**src/rtl/lsu_store_buffer.sv**
```systemverilog
// Load/store unit in front of a byte-addressed big-endian data memory.
// Stores are posted to a small FIFO and drained one per cycle; loads read directly unless they overlap a buffered store.
module lsu_store_buffer #(
    parameter int unsigned SB_DEPTH  = 4,
    parameter int unsigned MEM_BYTES = 100
) (
    input  logic        SYS_clk,
    input  logic        SYS_reset,
    input  logic        LSU_req_valid,
    output logic        LSU_req_ready,
    input  logic        LSU_req_is_store,
    input  logic [1:0]  LSU_req_length,
    input  logic        LSU_req_signed,
    input  logic [31:0] LSU_req_address,
    input  logic [31:0] LSU_req_wdata,
    input  logic        SB_drain_hold,
    output logic        LSU_rsp_valid,
    output logic [31:0] LSU_rsp_data,
    output logic        LSU_rsp_error,
    output logic        LSU_sb_empty,
    output logic [31:0] MEM_read_address,
    output logic [1:0]  MEM_read_length,
    output logic        MEM_read_signed,
    input  logic [31:0] MEM_read_data,
    output logic [31:0] MEM_write_address,
    output logic [1:0]  MEM_write_length,
    output logic [31:0] MEM_write_data
);
    localparam int unsigned PTR_W = $clog2(SB_DEPTH);
    localparam int unsigned CNT_W = PTR_W + 1;

    logic [31:0]      sb_addr_q [SB_DEPTH];
    logic [1:0]       sb_len_q  [SB_DEPTH];
    logic [31:0]      sb_data_q [SB_DEPTH];
    logic [PTR_W-1:0] head_q, head_d, tail_q, tail_d;
    logic [CNT_W-1:0] count_q, count_d;
    logic             rsp_valid_q, rsp_valid_d, rsp_error_q, rsp_error_d;
    logic [31:0]      rsp_data_q, rsp_data_d;

    logic [32:0]      req_lo, req_end, slot_lo, slot_hi;
    logic [PTR_W-1:0] slot_off;
    logic             req_err, overlap, accept, push, pop, load_acc;

    function automatic logic [32:0] nbytes(input logic [1:0] len);
        case (len)
            2'b01:   return 33'd1;
            2'b10:   return 33'd2;
            2'b11:   return 33'd4;
            default: return 33'd0;
        endcase
    endfunction

    // Request decode, range check and overlap search over the live FIFO slots.
    always_comb begin
        req_lo   = {1'b0, LSU_req_address};
        req_end  = req_lo + nbytes(LSU_req_length);
        req_err  = (LSU_req_length == 2'b00) || (req_end > 33'(MEM_BYTES));
        overlap  = 1'b0;
        slot_off = '0;
        slot_lo  = '0;
        slot_hi  = '0;
        for (int unsigned i = 0; i < SB_DEPTH; i++) begin
            slot_off = PTR_W'(i) - head_q;
            slot_lo  = {1'b0, sb_addr_q[PTR_W'(i)]};
            slot_hi  = slot_lo + nbytes(sb_len_q[PTR_W'(i)]);
            if ((CNT_W'(slot_off) < count_q) && (slot_lo < req_end) && (req_lo < slot_hi)) begin
                overlap = 1'b1;
            end
        end
    end

    always_comb begin
        LSU_req_ready = 1'b0;
        if (!SYS_reset) begin
            if (req_err)               LSU_req_ready = 1'b1;
            else if (LSU_req_is_store) LSU_req_ready = (count_q < CNT_W'(SB_DEPTH));
            else                       LSU_req_ready = !overlap;
        end
        accept   = LSU_req_valid && LSU_req_ready;
        push     = accept && LSU_req_is_store && !req_err;
        load_acc = accept && !LSU_req_is_store && !req_err;
        pop      = !SYS_reset && (count_q != '0) && !SB_drain_hold;
    end

    // Memory ports: read port follows an accepted load, write port follows the draining head.
    always_comb begin
        MEM_read_address  = '0;
        MEM_read_length   = 2'b00;
        MEM_read_signed   = 1'b0;
        MEM_write_address = '0;
        MEM_write_length  = 2'b00;
        MEM_write_data    = '0;
        if (load_acc) begin
            MEM_read_address = LSU_req_address;
            MEM_read_length  = LSU_req_length;
            MEM_read_signed  = LSU_req_signed;
        end
        if (pop) begin
            MEM_write_address = sb_addr_q[head_q];
            MEM_write_length  = sb_len_q[head_q];
            MEM_write_data    = sb_data_q[head_q];
        end
    end

    always_comb begin
        head_d      = head_q;
        tail_d      = tail_q;
        count_d     = count_q;
        rsp_valid_d = accept;
        rsp_error_d = accept && req_err;
        if (pop)  head_d = head_q + PTR_W'(1);
        if (push) tail_d = tail_q + PTR_W'(1);
        if (push && !pop)      count_d = count_q + CNT_W'(1);
        else if (pop && !push) count_d = count_q - CNT_W'(1);
    end

    assign rsp_data_d = load_acc ? MEM_read_data : 32'h0;

    always_ff @(posedge SYS_clk) begin
        if (SYS_reset) begin
            head_q      <= '0;
            tail_q      <= '0;
            count_q     <= '0;
            rsp_valid_q <= 1'b0;
            rsp_error_q <= 1'b0;
            rsp_data_q  <= '0;
        end else begin
            head_q      <= head_d;
            tail_q      <= tail_d;
            count_q     <= count_d;
            rsp_valid_q <= rsp_valid_d;
            rsp_error_q <= rsp_error_d;
            rsp_data_q  <= rsp_data_d;
        end
    end

    // Entry storage needs no reset; validity is tracked by head/count.
    always_ff @(posedge SYS_clk) begin
        if (push) begin
            sb_addr_q[tail_q] <= LSU_req_address;
            sb_len_q[tail_q]  <= LSU_req_length;
            sb_data_q[tail_q] <= LSU_req_wdata;
        end
    end

    assign LSU_rsp_valid = rsp_valid_q;
    assign LSU_rsp_error = rsp_error_q;
    assign LSU_rsp_data  = rsp_data_q;
    assign LSU_sb_empty  = (count_q == '0);
endmodule

```
**config.mk**
```make
export PLATFORM = sky130hd
export DESIGN_NAME = lsu_store_buffer
export DESIGN_NICKNAME = d
export VERILOG_FILES = /design/src/rtl/lsu_store_buffer.sv
export SDC_FILE = /design/constraint.sdc
export NUM_CORES = 1
export LEC_CHECK = 0
export BUFFER_PORTS_ARGS = -buffer_cell sky130_fd_sc_hd__buf_2
export CAP_MARGIN = 0
export CELL_PAD_IN_SITES_DETAIL_PLACEMENT = 0
export CELL_PAD_IN_SITES_GLOBAL_PLACEMENT = 1
export CORE_MARGIN = 3
export CORE_UTILIZATION = 48
export CTS_BUF_LIST = sky130_fd_sc_hd__clkbuf_8 sky130_fd_sc_hd__clkbuf_16
export DETAILED_ROUTE_END_ITERATION = 8
export GPL_ROUTABILITY_DRIVEN = 1
export PLACE_DENSITY_LB_ADDON = 0.1
export SLEW_MARGIN = 5
export SYNTH_ARGS = -nofsm -noshare
export SYNTH_HDL_FRONTEND = slang
export SYNTH_SLANG_ARGS = --single-unit
```
**constraint.sdc**
```tcl
create_clock -name SYS_clk -period 14.2 [get_ports SYS_clk]
set_input_delay 2.84 -clock SYS_clk [delete_from_list [all_inputs] [get_ports SYS_clk]]
set_output_delay 2.84 -clock SYS_clk [all_outputs]
set_load 0.03 [all_outputs]
```
# ---- Word-level counts from Yosys, hierarchy flattened
# Memories as Yosys holds them, arrays and structs flattened. A register that Yosys moved wholly into a read port is not among the register bits.
# Cells that the tools add are included.
dict set report classes {
  n_addsub 13
  bitwise_logic 1
  eq_ne 15
  n_mux 28
  n_lt_le_gt_ge 14
  reduce_logical 31
}
# cell count
set op_table {}
lappend op_table {{$lt A32 B33 Y1} 8}
lappend op_table {{$add A32 B33 Y33} 5}
lappend op_table {{$mux W32} 3}
lappend op_table {{$pmux W3 S3} 5}
lappend op_table {{$gt A33 B7 Y1 const B} 1}
lappend op_table {{$eq A2 B2 Y1 const B} 10}
lappend op_table {{$logic_and A1 B1 Y1} 18}
lappend op_table {{$mux W2} 8}
lappend op_table {{$lt A2 B3 Y1} 4}
lappend op_table {{$eq A2 B1 Y1 const B} 5}
lappend op_table {{$mux W1} 10}
lappend op_table {{$logic_not A1 Y1} 7}
lappend op_table {{$mux W3} 2}
lappend op_table {{$add A2 B1 Y2 const B} 2}
lappend op_table {{$sub A1 B2 Y2 const A} 2}
lappend op_table {{$sub A2 B2 Y2 const A} 2}
lappend op_table {{$add A3 B1 Y3 const B} 1}
lappend op_table {{$logic_not A3 Y1} 1}
lappend op_table {{$lt A3 B3 Y1 const B} 1}
lappend op_table {{$reduce_bool A3 Y1} 1}
lappend op_table {{$sub A3 B1 Y3 const B} 1}
lappend op_table {{$logic_not A2 Y1} 1}
lappend op_table {{$reduce_bool A2 Y1} 1}
lappend op_table {{$reduce_or A2 Y1} 1}
lappend op_table {{2 further kinds} 2}
dict set report totals {
  wordCells 111
  reg_bits 41
  mem_bits_rw 264
  n_memories 3
}
# name words word_bits rd rd_ports_with_merged_regs write_ports line_no
set memory_table {}
lappend memory_table {sb_addr_q 4 32 5 1 1 32} ;# logic [31:0] sb_addr_q [SB_DEPTH];
lappend memory_table {sb_data_q 4 32 1 1 1 34} ;# logic [31:0] sb_data_q [SB_DEPTH];
lappend memory_table {sb_len_q 4 2 5 1 1 33} ;# logic [1:0] sb_len_q [SB_DEPTH];

# ---- Logic depth before layout (Yosys ltp)
# Gate-level depths: netlist (run 1).
dict set report logic_depth {
  word_depth 21
  ltp_mapped 28
  ltp_nobuf 28
}

# ---- Least setup slack after synthesis (run 1)
# OpenSTA, ideal clock, no wires.
dict set report synth_timing {
  kind {input -> register}
  startpoint {input LSU_req_length[0]}
  endpoint {memory sb_addr_q[0][0] (enable)}
  t_required_ns 13.615
  setup_ns 0.585
  stages 19
  slack_ns 2.603
  path_buffers 1
  arrival_ns 11.012
  cell_sequence {inv_1 > nor2_1 > ha_1 > fa_1 > a21oi_2 > or4_4 > buf_6 > nor2_4 > nand2_2 > xor2_1 > ha_1 > and4_1 > nand4_1 > nor3_1 > o211a_1 > nor4_1 > o211ai_1 > a31oi_4 > nor3b_1}
}
dict set report synth_via {
  elab_chain_len 19
  elab_cells_between_ends 34
  cone_classes {add/sub: 1; order compare: 5; eq/ne: 3; mux: 10; reduce/logical: 15}
}
# element line_no
set synth_lines {}
lappend synth_lines {{start: declaration} 12} ;# input logic [1:0] LSU_req_length,
lappend synth_lines {{$eq A2 B2 Y1 or $eq A2 B1 Y1 (tied branches)} 45} ;# case (len)
lappend synth_lines {{$pmux W3 S3} 45}
lappend synth_lines {{$add A32 B33 Y33} 56} ;# req_end = req_lo + nbytes(LSU_req_length);
lappend synth_lines {{$lt A32 B33 Y1} 66} ;# if ((CNT_W'(slot_off) < count_q) && (slot_lo < req_end) && (req_lo < slot_hi)) begin
lappend synth_lines {{$logic_and A1 B1 Y1 (2 in series)} 66}
lappend synth_lines {{$mux W1 (4 in series)} 66}
lappend synth_lines {{$logic_not A1 Y1} 77} ;# else LSU_req_ready = !overlap;
lappend synth_lines {{$mux W1} 76} ;# else if (LSU_req_is_store) LSU_req_ready = (count_q < CNT_W'(SB_DEPTH));
lappend synth_lines {{$mux W1} 75} ;# if (req_err) LSU_req_ready = 1'b1;
lappend synth_lines {{$mux W1} 74} ;# if (!SYS_reset) begin
lappend synth_lines {{$logic_and A1 B1 Y1} 79} ;# accept = LSU_req_valid && LSU_req_ready;
lappend synth_lines {{$logic_and A1 B1 Y1} 80} ;# push = accept && LSU_req_is_store && !req_err;
lappend synth_lines {{$logic_and A1 B1 Y1 *} 80}
lappend synth_lines {{$mux W1 *} 139} ;# if (push) begin
lappend synth_lines {{$mux W1 (not written as such) *} 140} ;# sb_addr_q[tail_q] <= LSU_req_address;
lappend synth_lines {{end: declaration} 32}
# Every way passes the cells marked *; elsewhere a longest branch is shown, timed or not.

# ---- Final worst setup path (run 1)
dict set report layout_timing {
  startpoint {input LSU_req_length[1]}
  endpoint {output MEM_read_length[0]}
}
dict set report layout_via {
  elab_chain_len 18
  elab_cells_between_ends 33
  cone_classes {add/sub: 1; order compare: 5; eq/ne: 3; mux: 9; reduce/logical: 15}
}
# element line_no
set layout_lines {}
lappend layout_lines {{$eq A2 B2 Y1 or $eq A2 B1 Y1 (tied branches)} 45}
lappend layout_lines {{$pmux W3 S3} 45}
lappend layout_lines {{$add A32 B33 Y33} 56}
lappend layout_lines {{$lt A32 B33 Y1} 66}
lappend layout_lines {{$logic_and A1 B1 Y1 (2 in series)} 66}
lappend layout_lines {{$mux W1 (4 in series)} 66}
lappend layout_lines {{$logic_not A1 Y1} 77}
lappend layout_lines {{$mux W1} 76}
lappend layout_lines {{$mux W1} 75}
lappend layout_lines {{$mux W1} 74}
lappend layout_lines {{$logic_and A1 B1 Y1} 79}
lappend layout_lines {{$logic_and A1 B1 Y1} 81} ;# load_acc = accept && !LSU_req_is_store && !req_err;
lappend layout_lines {{$logic_and A1 B1 Y1 *} 81}
lappend layout_lines {{$mux W2 *} 93} ;# if (load_acc) begin
lappend layout_lines {{end: declaration} 22} ;# output logic [1:0] MEM_read_length,
# Marks and branches as above.

==> results of run 1 <==
-- final cells by class --
type | count | area [um2] | share of cell area [%]
clock buffer | 35 | 876 | 3.70
tap | 577 | 722 | 3.05
sequential | 307 | 8800 | 37.1
clock inverter | 29 | 211 | 0.893
multi-input combinational | 1406 | 11600 | 49.0
inverter | 74 | 278 | 1.17
timing repair buffer | 231 | 1190 | 5.04
antenna | 3 | 7.51 | 0.0317
-- synthesized netlist by cell type (4+ instances only) --
| library cell | number | share of area [%] |
|---|---|---|
| mux2i_1 | 5 | 0.24 |
| nor4_1 | 14 | 0.42 |
| and3_1 | 38 | 1.1 |
| nand4_1 | 52 | 1.6 |
| o21ai_0 | 53 | 1.3 |
| o21bai_1 | 7 | 0.25 |
| mux4_2 | 66 | 7.1 |
| xor2_1 | 89 | 3.7 |
| edfxtp_1 | 264 | 38 |
| nand2b_1 | 13 | 0.39 |
| fa_1 | 6 | 0.57 |
| and2_1 | 11 | 0.33 |
| and4_1 | 16 | 0.67 |
| a21oi_1 | 96 | 2.3 |
| nand2_1 | 107 | 1.9 |
| xnor2_1 | 67 | 2.8 |
| buf_1 | 8 | 0.14 |
| nor2b_1 | 86 | 2.6 |
| dfxtp_1 | 43 | 4.1 |
| or3_1 | 8 | 0.24 |
| nand3_1 | 78 | 1.9 |
| a211oi_1 | 20 | 0.72 |
| buf_4 | 24 | 0.86 |
| o21a_1 | 10 | 0.36 |
| buf_6 | 4 | 0.22 |
| inv_1 | 74 | 1.3 |
| nor2_1 | 88 | 1.6 |
| a221oi_1 | 6 | 0.25 |
| nor3_1 | 51 | 1.2 |
| ha_1 | 268 | 16 |
| clkbuf_1 | 29 | 0.52 |
| a31oi_1 | 11 | 0.33 |
| nor3b_1 | 10 | 0.36 |
| a2111oi_0 | 6 | 0.25 |
| nor3_2 | 11 | 0.53 |
| a211o_1 | 6 | 0.25 |
| a21o_1 | 25 | 0.90 |
| o211ai_1 | 8 | 0.29 |
-- layout by cell type, fill, tap and decap left out, types with 6 or more instances in the layout --
| cell type | count |
|---|---|
| a211o_1 | 6 |
| a211oi_1 | 20 |
| a21o_1 | 25 |
| a21oi_1 | 96 |
| a221oi_1 | 6 |
| a31oi_1 | 11 |
| and2_1 | 11 |
| and3_1 | 38 |
| and4_1 | 16 |
| buf_2 | 216 |
| buf_4 | 15 |
| clkbuf_16 | 35 |
| clkinvlp_4 | 6 |
| conb_1 | 24 |
| dfxtp_1 | 41 |
| edfxtp_1 | 264 |
| fa_1 | 6 |
| ha_1 | 268 |
| inv_1 | 81 |
| mux4_2 | 66 |
| nand2_1 | 107 |
| nand2b_1 | 12 |
| nand3_1 | 78 |
| nand4_1 | 52 |
| nor2_1 | 88 |
| nor2b_1 | 86 |
| nor3_1 | 51 |
| nor3_2 | 11 |
| nor3b_1 | 6 |
| nor4_1 | 14 |
| o211ai_1 | 8 |
| o21a_1 | 10 |
| o21ai_0 | 53 |
| o21bai_1 | 7 |
| or3_1 | 7 |
| xnor2_1 | 67 |
| xor2_1 | 89 |
-- layer usage --
| metal | GRT usage, % | vias to the layer above | routed length [um] | share of wire [%] |
|---|---|---|---|---|
| met2 | 43.3 | 464 | 28500 | 46 |
| met4 | 7.14 | 8 | 1470 | 2.4 |
| met3 | 7.20 | 84 | 4850 | 7.9 |
| met5 | 0 | - | 42 | 0.068 |
| li1 | - | 7383 | - | - |
| met1 | 35.1 | 7606 | 26600 | 43 |
-- critical path, cell delays in order --
cell	delay (ns)
buf_2	0.16
inv_1	0.09
nor2_1	0.19
ha_1	0.27
a211oi_1	0.39
or3_1	0.36
nor2_1	0.17
xnor2_1	0.50
ha_1	0.28
o21a_1	0.13
a21oi_1	0.07
a211o_1	0.26
a31oi_1	0.27
o21ai_0	0.14
a2111oi_0	0.44
o21ba_2	0.26
nand4_4	0.61
nor3_1	0.47
buf_2	0.28
-- power by group through the flow --
| stage | clock, mW | sequential, mW | combinational [mW] |
|---|---|---|---|
| final | 0.865 | 0.978 | 0.168 |
| after global routing | 0.924 | 0.977 | 0.191 |
| after CTS | 0.887 | 0.977 | 0.168 |
| after detailed placement | 0 | 0.997 | 0.167 |
| after global placement | 0 | 0.997 | 0.163 |
| after floorplan | 0 | 0.998 | 0.100 |
-- cells by family (layout without fill, tap and decap cells) --
family | after synthesis | after routing | synth area share (%)
AO/OA/AOI/OAI | 274 | 274 | 8.29
XOR/XNOR | 157 | 157 | 6.60
adder cells (fa/ha/maj) | 274 | 274 | 16.6
buffers and inverters | 142 | 369 | 3.21
flip-flops | 307 | 307 | 42.0
multiplexers | 74 | 74 | 7.50
other | 1 | 27 | 0.0179
AND/OR/NAND/NOR | 603 | 603 | 15.9
-- path summary, 6_finish.rpt --
check,start,end,slack (ns)
worst min register to register,tail_q[1]$_SDFFE_PP0P_,tail_q[1]$_SDFFE_PP0P_,0.53
worst min-delay path,tail_q[1]$_SDFFE_PP0P_,tail_q[1]$_SDFFE_PP0P_,0.53
worst max-delay path,LSU_req_length[1],MEM_read_length[0],3.16
worst max register to register,sb_len_q[1][1]$_DFFE_PP_,count_q[2]$_SDFFE_PP0P_,7.11
-- sequential cells by signal, summed over array words and instances (netlist names), named ones only --
register and count:
LSU_rsp_data 32, LSU_rsp_error 1, LSU_rsp_valid 1, count_q 3
head_q 2, sb_addr_q 128, sb_data_q 128, sb_len_q 8
tail_q 2
==> run_results.csv, run 1 <==
group,metric,value,unit
global_routing,grt-ovfl-total,0,
clocking,cts_max_path_buffers,3,
route,drtPass1Iterations,5,
logic_synthesis,synth_edf_count,264,
logic_synthesis,ys_warn_count,0,
global_routing,grt_max_degree,67,
place,placed_area,0.0226,mm2
power,p_comb_share,8.4,%
clocking,clock-root-buffer,"clkbuf_16",
floorplanning,start_util,49.3,%
power,ir_drop,0.000114,V
logic_synthesis,post_synth.cell_area_avg,11.4,um2
clocking,htreeDepth,2,
flow_run,drv_cap,0,
route,avgRoutedWirePerCell,23.1,um
power,power.switching,0.500,mW
layout,finalNonFillerCells,2662,
route,drt_iter0_drc,948,
timing,setup_viol,0,
timing,relSlewSlack,13.5,%
logic_synthesis,syn_area,0.0209,mm2
run_status,status,"complete, no violations",
layout,fin_util,55.7,%
layout,layout-drive-gt1-share,18.7,%
setup_path,critPathLaunchType,"input port",
logic_synthesis,synth_cell_types,77,
place,place_congestion,0.896,
floorplanning,die_area,0.0462,mm2
power,powerDensity,84.9,mW/mm2
floorplanning,die_w,215,um
timing,finalMaxSlewViolations,0,
timing,finalCritPeriodShare,77.7,%
power,switching_share,24.9,%
setup_path,crit_arrival,8.20,ns
worst_hold_path,hold_path.class,"reg -> reg",
global_routing,antenna_found_initial,8,
clocking,cts_tree,"yes",
route,vias,15500,
timing,timing.hold.ws,0.530,ns
clocking,cts_resized,0,
place,dpl.hpwl,46300,um
power,power,2.01,mW
layout,final.fill_count,3721,
timing,setup-tns-final,0,ns
power,p_leak,9.18,nW
clocking,hold_buffers,0,
floorplanning,placementRows,75,
power,internal-power,1.51,mW
clocking,path_clk_slew,0.06,ns
setup_path,endpoint_kind,"output port",
layout,fin_nets,2433,
logic_synthesis,synthFlopType,"edfxtp_1",
place,dp_cells,2595,
global_routing,grt_usage,26.5,%
floorplanning,die_y,215,um
timing,rsz0062_at_grt,"no",
place,port_buffers,216,
route,ant_nets,0,
setup_path,worstSetupPathType,"in -> out",
place,preCtsSetupSlack,3.23,ns
setup_path,reg2reg_depth,27,
logic_synthesis,postSynthCellCount,1832,
power,clkPwrFrac,43.0,%
worst_hold_path,whs_path_depth,2,
timing,tightest_slew,1.29,ns
timing,finalCriticalPeriod,11.04,ns
setup_path,critPathRequiredTime,11.36,ns
timing,setup_ws,3.16,ns
clocking,cts_buffers,35,
route,drcViolationCount,0,
clocking,clk_latency,0.57,ns
floorplanning,core-area,0.0425,mm2
logic_synthesis,seq_area_frac_synth,42.0,%
layout,syn_to_final_growth,13.1,%
global_routing,grt_pass1_vias,15900,
clocking,cts_sinks,307,
setup_path,critPathMaxFanout,43,
timing,hold_viol_final,0,
logic_synthesis,ys_async_sr_fraction,0,%
timing,fmax,0.0906,GHz
floorplanning,io_pins,241,
timing,skew,0.0304,ns
layout,stdcell_area,0.0237,mm2
power,seqPwrFrac,48.6,%
logic_synthesis,ys_ff_latch,307,
global_routing,grt_pass1_wl,94500,um
route,wl,61500,um
clocking,cts_setup_buffers,0,
route,vias_per_cell,5.84,
Note: power is estimated with default switching activity, not from simulation.
==> inputs of run 2 (changes only) <==
--- a/config.mk
+++ b/config.mk
@@ -5,12 +5,13 @@
 export SDC_FILE = /design/constraint.sdc
 export NUM_CORES = 1
 export LEC_CHECK = 0
+export ABC_AREA = 1
 export BUFFER_PORTS_ARGS = -buffer_cell sky130_fd_sc_hd__buf_2
 export CAP_MARGIN = 0
 export CELL_PAD_IN_SITES_DETAIL_PLACEMENT = 0
 export CELL_PAD_IN_SITES_GLOBAL_PLACEMENT = 1
 export CORE_MARGIN = 3
-export CORE_UTILIZATION = 48
+export CORE_UTILIZATION = 46
 export CTS_BUF_LIST = sky130_fd_sc_hd__clkbuf_8 sky130_fd_sc_hd__clkbuf_16
 export DETAILED_ROUTE_END_ITERATION = 8
 export GPL_ROUTABILITY_DRIVEN = 1
==> constraint.sdc (replaced) <==
create_clock -name SYS_clk -period 10.55 [get_ports SYS_clk]
set_input_delay 2.11 -clock SYS_clk [delete_from_list [all_inputs] [get_ports SYS_clk]]
set_output_delay 2.11 -clock SYS_clk [all_outputs]
set_load 0.03 [all_outputs]
==> run 2 against run 1 <==
  * Total power increased by 40%
  * Largest cell class unchanged
  * Highest routed layer is now met4
  * Final area up 6.1%
  * Critical endpoint is now MEM_read_length[1]
  * Hold slack gained 0.052 ns
  * Worst setup slack lost 1.6 ns
  * Die area rose by 11%
  * Clock power grew 46%
  * Register-to-register slack worse by 3.4 ns
  * Critical path type unchanged
==> run_results.csv, run 2 <==
group,metric,value,unit
logic_synthesis,ys_ff_latch,307,
clocking,clock-root-buffer,"clkbuf_16",
power,power.switching,0.697,mW
setup_path,path_buf_inv,3,
route,ant_nets,0,
power,p_comb_share,8.6,%
timing,skew,0.0249,ns
setup_path,crit_cells,31,
power,internal-power,2.12,mW
logic_synthesis,postSynthCellCount,2625,
clocking,hold_buffers,0,
logic_synthesis,seq_area_frac_synth,39.4,%
setup_path,crit_arrival,6.90,ns
logic_synthesis,post-synth-top-area-cell,"edfxtp_1",
layout,final_cell_mix,"nand2_1 (463), inv_1 (347), nor2_1 (302)",
route,drcViolationCount,0,
logic_synthesis,ys_warn_count,0,
power,powerDensity,112,mW/mm2
setup_path,critPathRequiredTime,8.44,ns
timing,setup-tns-final,0,ns
timing,rsz0062_at_grt,"no",
route,avgRoutedWirePerCell,19.7,um
place,port_buffers,216,
power,ir_drop,0.000187,V
global_routing,grt_usage,26.6,%
setup_path,worstSetupPathType,"in -> out",
setup_path,critPathMaxFanout,43,
logic_synthesis,synthFlopType,"edfxtp_1",
worst_hold_path,whs_path_depth,3,
timing,setup_viol,0,
layout,layout-drive-gt1-share,12.9,%
layout,finalNonFillerCells,3482,
place,dpl.hpwl,50900,um
power,clkPwrFrac,44.7,%
global_routing,antenna_found_initial,1,
timing,finalCritPeriodShare,85.4,%
setup_path,slowest_stage,"xnor2_1",
floorplanning,die_y,226,um
logic_synthesis,synthTopCellsByCount,"nand2_1 (463), inv_1 (336), nor2_1 (306)",
clocking,cts_setup_buffers,0,
logic_synthesis,ys_async_sr_fraction,0,%
logic_synthesis,synth_most_common_cell,"nand2_1",
clocking,path_clk_slew,0.05,ns
power,seqPwrFrac,46.7,%
floorplanning,die_area,0.0511,mm2
place,place_congestion,0.892,
route,drt_iter0_drc,1386,
floorplanning,die_w,226,um
floorplanning,placementRows,80,
logic_synthesis,synth_edf_count,264,
layout,fin_nets,3215,
global_routing,grt_pass1_wl,104000,um
route,wl,68700,um
setup_path,slowest_delay,0.61,ns
clocking,cts_max_path_buffers,3,
clocking,cts_buffers,37,
floorplanning,start_util,46.7,%
floorplanning,io_pins,241,
power,switching_share,24.7,%
timing,tightest_slew,1.06,ns
layout,seqCellArea,0.00879,mm2
setup_path,crit_family,"simple AND/OR/NAND/NOR gates",
setup_path,cpMostUsedCell,"nand2_1",
global_routing,grt_pass1_vias,18600,
clocking,clk_latency,0.56,ns
logic_synthesis,post_synth.cell_area_avg,8.49,um2
timing,finalMaxSlewViolations,0,
worst_hold_path,hold_path.class,"reg -> reg",
timing,relSlewSlack,29.4,%
power,p_leak,11.4,nW
clocking,cts_sinks,307,
flow_run,drv_cap,0,
route,vias,18900,
layout,multi_input_area,0.0119,mm2
logic_synthesis,synth_top_area_share,35.6,%
route,drtPass1Iterations,5,
clocking,cts_tree,"yes",
logic_synthesis,synth_area_leaders,"edfxtp_1 (36%), ha_1 (15%), nand2_1 (7.8%)",
timing,fmax,0.111,GHz
layout,layout_commonest_cell,"nand2_1",
run_status,status,"complete, no violations",
place,dp_cells,3413,
setup_path,reg2reg_depth,28,
logic_synthesis,syn_area,0.0223,mm2
layout,syn_to_final_growth,12.7,%
clocking,cts_resized,0,
clocking,htreeDepth,2,
layout,final.fill_count,4506,
timing,finalCriticalPeriod,9.01,ns
setup_path,endpoint_kind,"output port",
global_routing,grt-ovfl-total,0,
logic_synthesis,synth_cell_types,59,
floorplanning,core-area,0.0477,mm2
timing,hold_viol_final,0,
global_routing,grt_max_degree,76,
route,vias_per_cell,5.43,
setup_path,critPathLaunchType,"input port",
## run 2: layout make-up
cell class	count	share of cell area (%)
flip-flops and latches	307	35.0
diodes	1	0.00996
well taps	615	3.06
multi-input cells	1921	47.3
inverters	343	5.13
clock buffers	41	3.95
repair buffers	227	4.63
clock inverters	27	0.897
## run 2: worst paths after layout
check,from,endpoint,slack [ns]
max,LSU_req_length[1],MEM_read_length[1],1.54
min,tail_q[0]$_SDFFE_PP0P_,tail_q[0]$_SDFFE_PP0P_,0.58
max reg2reg,sb_len_q[0][1]$_DFFE_PP_,sb_addr_q[2][8]$_DFFE_PP_,3.72
min reg2reg,tail_q[0]$_SDFFE_PP0P_,tail_q[0]$_SDFFE_PP0P_,0.58
## run 2: power by group through the flow
stage | clock [mW] | combinational, mW | sequential (mW)
2_1_floorplan | 0 | 0.146 | 1.34
3_3_place_gp | 0 | 0.233 | 1.34
3_5_place_dp | 0 | 0.241 | 1.34
4_1_cts | 1.30 | 0.242 | 1.32
5_1_grt | 1.34 | 0.275 | 1.32
6_report | 1.26 | 0.243 | 1.32
## run 2: worst reg2reg max path, delay by kind of cell (launching register included)
kind | cells | cell delay (ns)
and+or+nand+nor | 18 | 3.67
buffers and inverters | 4 | 0.82
AOI/OAI and AO/OA | 2 | 0.54
adders and majority gates | 3 | 0.88
xor gates and xnor gates | 1 | 0.10
DFF | 1 | 0.46
## run 2: kinds of logic after synthesis
logic type | Yosys count | synth area share (%)
other cells | 1 | 0.0168
simple gates | 1093 | 22.3
flops | 307 | 39.4
fa+ha+maj | 274 | 15.6
xor+xnor | 118 | 4.64
compound gates | 412 | 10.3
buf+inv | 420 | 7.73
## run 2: metal layers
metal	routed length (um)	GRT usage, %	vias up
li1	-	-	9296
met1	30000	35.5	8910
met2	31900	43.6	559
met3	4610	4.91	131
met4	2280	9.41	0
met5	0	0	-
## run 2: through the flow
stage	util [%]	total power, mW	hold WS, ns	cell area [um2]	setup WS, ns
after floorplan	-	1.49	0.504	22400	2.15
after global placement	50.1	1.57	0.557	23900	1.65
after detailed placement	50.1	1.58	0.568	23900	1.54
after CTS	52.6	2.85	0.580	25100	1.53
after global routing	52.6	2.93	0.607	25100	1.04
final	52.6	2.82	0.583	25100	1.54
==> inputs of run 3 (changes only) <==
--- a/config.mk
+++ b/config.mk
@@ -15,6 +15,7 @@
 export CTS_BUF_LIST = sky130_fd_sc_hd__clkbuf_8 sky130_fd_sc_hd__clkbuf_16
 export DETAILED_ROUTE_END_ITERATION = 8
 export GPL_ROUTABILITY_DRIVEN = 1
+export MAX_ROUTING_LAYER = met4
 export PLACE_DENSITY_LB_ADDON = 0.1
 export SLEW_MARGIN = 5
 export SYNTH_ARGS = -nofsm -noshare
==> run 3 against run 2 <==
  * Global-route usage increased by 0.79 points
  * Critical endpoint unchanged
  * Worst setup slack improved by 0.064 ns
  * Sequential share of layout area increased by 0.098 points
  * Final area decreased by 0.28%
  * Register-to-register slack got worse by 0.10 ns
  * Via count decreased by 0.12%
  * Sequential power about the same
  * First-iteration DRC count decreased by 1.9%
  * Critical path depth unchanged
  * Clock power decreased by 3%
  * Combinational power about the same
  * Clock-buffer cell count increased by 1
==> run_results.csv, run 3 (same netlist as run 2, synthesis figures left out) <==
group,metric,value,unit
setup_path,crit_start,"LSU_req_length[1]",
power,internal-power,2.11,mW
timing,hold_viol_final,0,
clocking,path_clk_slew,0.06,ns
worst_hold_path,hp-start,"tail_q[0]$_SDFFE_PP0P_",
layout,final_cell_mix,"nand2_1 (463), inv_1 (349), nor2_1 (302)",
global_routing,antenna_found_initial,0,
floorplanning,die_area,0.0511,mm2
layout,stdcell_area,0.0250,mm2
setup_path,crit_arrival,6.84,ns
clocking,hold_buffers,0,
timing,setup_ws,1.60,ns
flow_run,drv_cap,0,
layout,layout_commonest_cell,"nand2_1",
timing,fmax,0.112,GHz
clocking,htreeDepth,2,
route,vias_per_cell,5.43,
route,drtPass1Iterations,5,
timing,finalCriticalPeriod,8.95,ns
layout,final.fill_count,4554,
worst_hold_path,hold_path.class,"reg -> reg",
route,vias,18900,
global_routing,grt_max_degree,73,
setup_path,slowest_delay,0.63,ns
clocking,cts_max_path_buffers,3,
timing,rsz0062_at_grt,"no",
setup_path,timing.rr.start,"sb_len_q[0][1]$_DFFE_PP_",
clocking,cts_tree,"yes",
timing,setup-tns-final,0,ns
route,ant_nets,0,
power,power.switching,0.666,mW
global_routing,grt_usage,27.4,%
clocking,cts_resized,0,
clocking,clock-root-buffer,"clkbuf_16",
floorplanning,start_util,46.7,%
place,preCtsSetupSlack,1.58,ns
layout,fin_util,52.5,%
setup_path,critPathRequiredTime,8.44,ns
power,switching_share,24.0,%
global_routing,grt-ovfl-total,0,
floorplanning,io_pins,241,
global_routing,grt_pass1_wl,104000,um
floorplanning,die_y,226,um
power,power,2.78,mW
setup_path,endpoint_kind,"output port",
run_status,status,"complete, no violations",
route,drcViolationCount,0,
setup_path,critPathLaunchType,"input port",
floorplanning,die_w,226,um
floorplanning,placementRows,80,
layout,fin_nets,3213,
setup_path,slowest_stage,"xnor2_1",
clocking,cts_buffers,35,
clocking,clk_latency,0.55,ns
timing,skew,0.0189,ns
global_routing,grt_pass1_vias,18400,
power,p_leak,11.4,nW
setup_path,cpMostUsedCell,"nand2_1",
power,ir_drop,0.000141,V
power,clkPwrFrac,43.8,%
layout,diodes,0,
timing,tightest_slew,1.05,ns
timing,finalMaxSlewViolations,0,
power,seqPwrFrac,47.4,%
timing,relSlewSlack,29.8,%
timing,setup_viol,0,
layout,syn_to_final_growth,12.4,%
power,powerDensity,111,mW/mm2
clocking,cts_setup_buffers,0,
place,place_congestion,0.900,
route,drt_iter0_drc,1360,
floorplanning,core-area,0.0477,mm2
clocking,cts_sinks,307,
route,avgRoutedWirePerCell,19.7,um
place,port_buffers,216,
setup_path,critPathMaxFanout,43,
route,wl,68600,um
place,placed_area,0.0239,mm2
power,p_comb_share,8.8,%
timing,finalCritPeriodShare,84.8,%
setup_path,worstSetupPathType,"in -> out",
layout,layout-drive-gt1-share,12.8,%
place,dpl.hpwl,50700,um
## run 3: power groups by stage
stage | combinational (mW) | clock [mW] | sequential (mW)
floorplan | 0.146 | 0 | 1.34
detailed placement | 0.241 | 0 | 1.34
global route | 0.275 | 1.30 | 1.32
CTS | 0.242 | 1.25 | 1.32
finish | 0.243 | 1.22 | 1.32
global placement | 0.233 | 0 | 1.34
## run 3: area by class of cell
cell class | instances | area [um2] | share of cell area (%)
Sequential cell | 307 | 8790 | 35.1
Clock inverter | 21 | 155 | 0.619
Multi-Input combinational cell | 1921 | 11900 | 47.4
Tap cell | 615 | 769 | 3.07
Clock buffer | 42 | 995 | 3.97
Inverter | 343 | 1290 | 5.14
Timing Repair Buffer | 227 | 1160 | 4.65
## run 3: worst paths after layout
check | endpoint | slack (ns) | depth (start not counted)
worst max-delay path | MEM_read_length[1] | 1.60 | 31
worst min-delay path | tail_q[0]$_SDFFE_PP0P_ | 0.58 | 3
worst max register to register | sb_data_q[2][22]$_DFFE_PP_ | 3.62 | 28
worst min register to register | tail_q[0]$_SDFFE_PP0P_ | 0.58 | 3
## run 3: metrics by stage
step | hold slack (ns) | std cells
after floorplan | 0.504 | 2648
after global placement | 0.556 | 3413
after detailed placement | 0.566 | 3413
after CTS | 0.576 | 3476
after global routing | 0.621 | 3476
final | 0.578 | 3476
## run 3: critical path: cells and delay by family
| family | cells | cell delay (ns) |
|---|---|---|
| and+or+nand+nor | 25 | 2.66 |
| adders and majority gates | 2 | 0.72 |
| buffers and inverters | 3 | 0.65 |
| xor gates and xnor gates | 1 | 0.63 |
## run 3: layer usage
layer	global-route usage [%]	share of wire, %	vias up
li1	-	-	9297
met1	36.2	44	8867
met2	44.1	47	596
met3	3.31	6.5	114
met4	8.88	2.8	0
met5	-	0	-
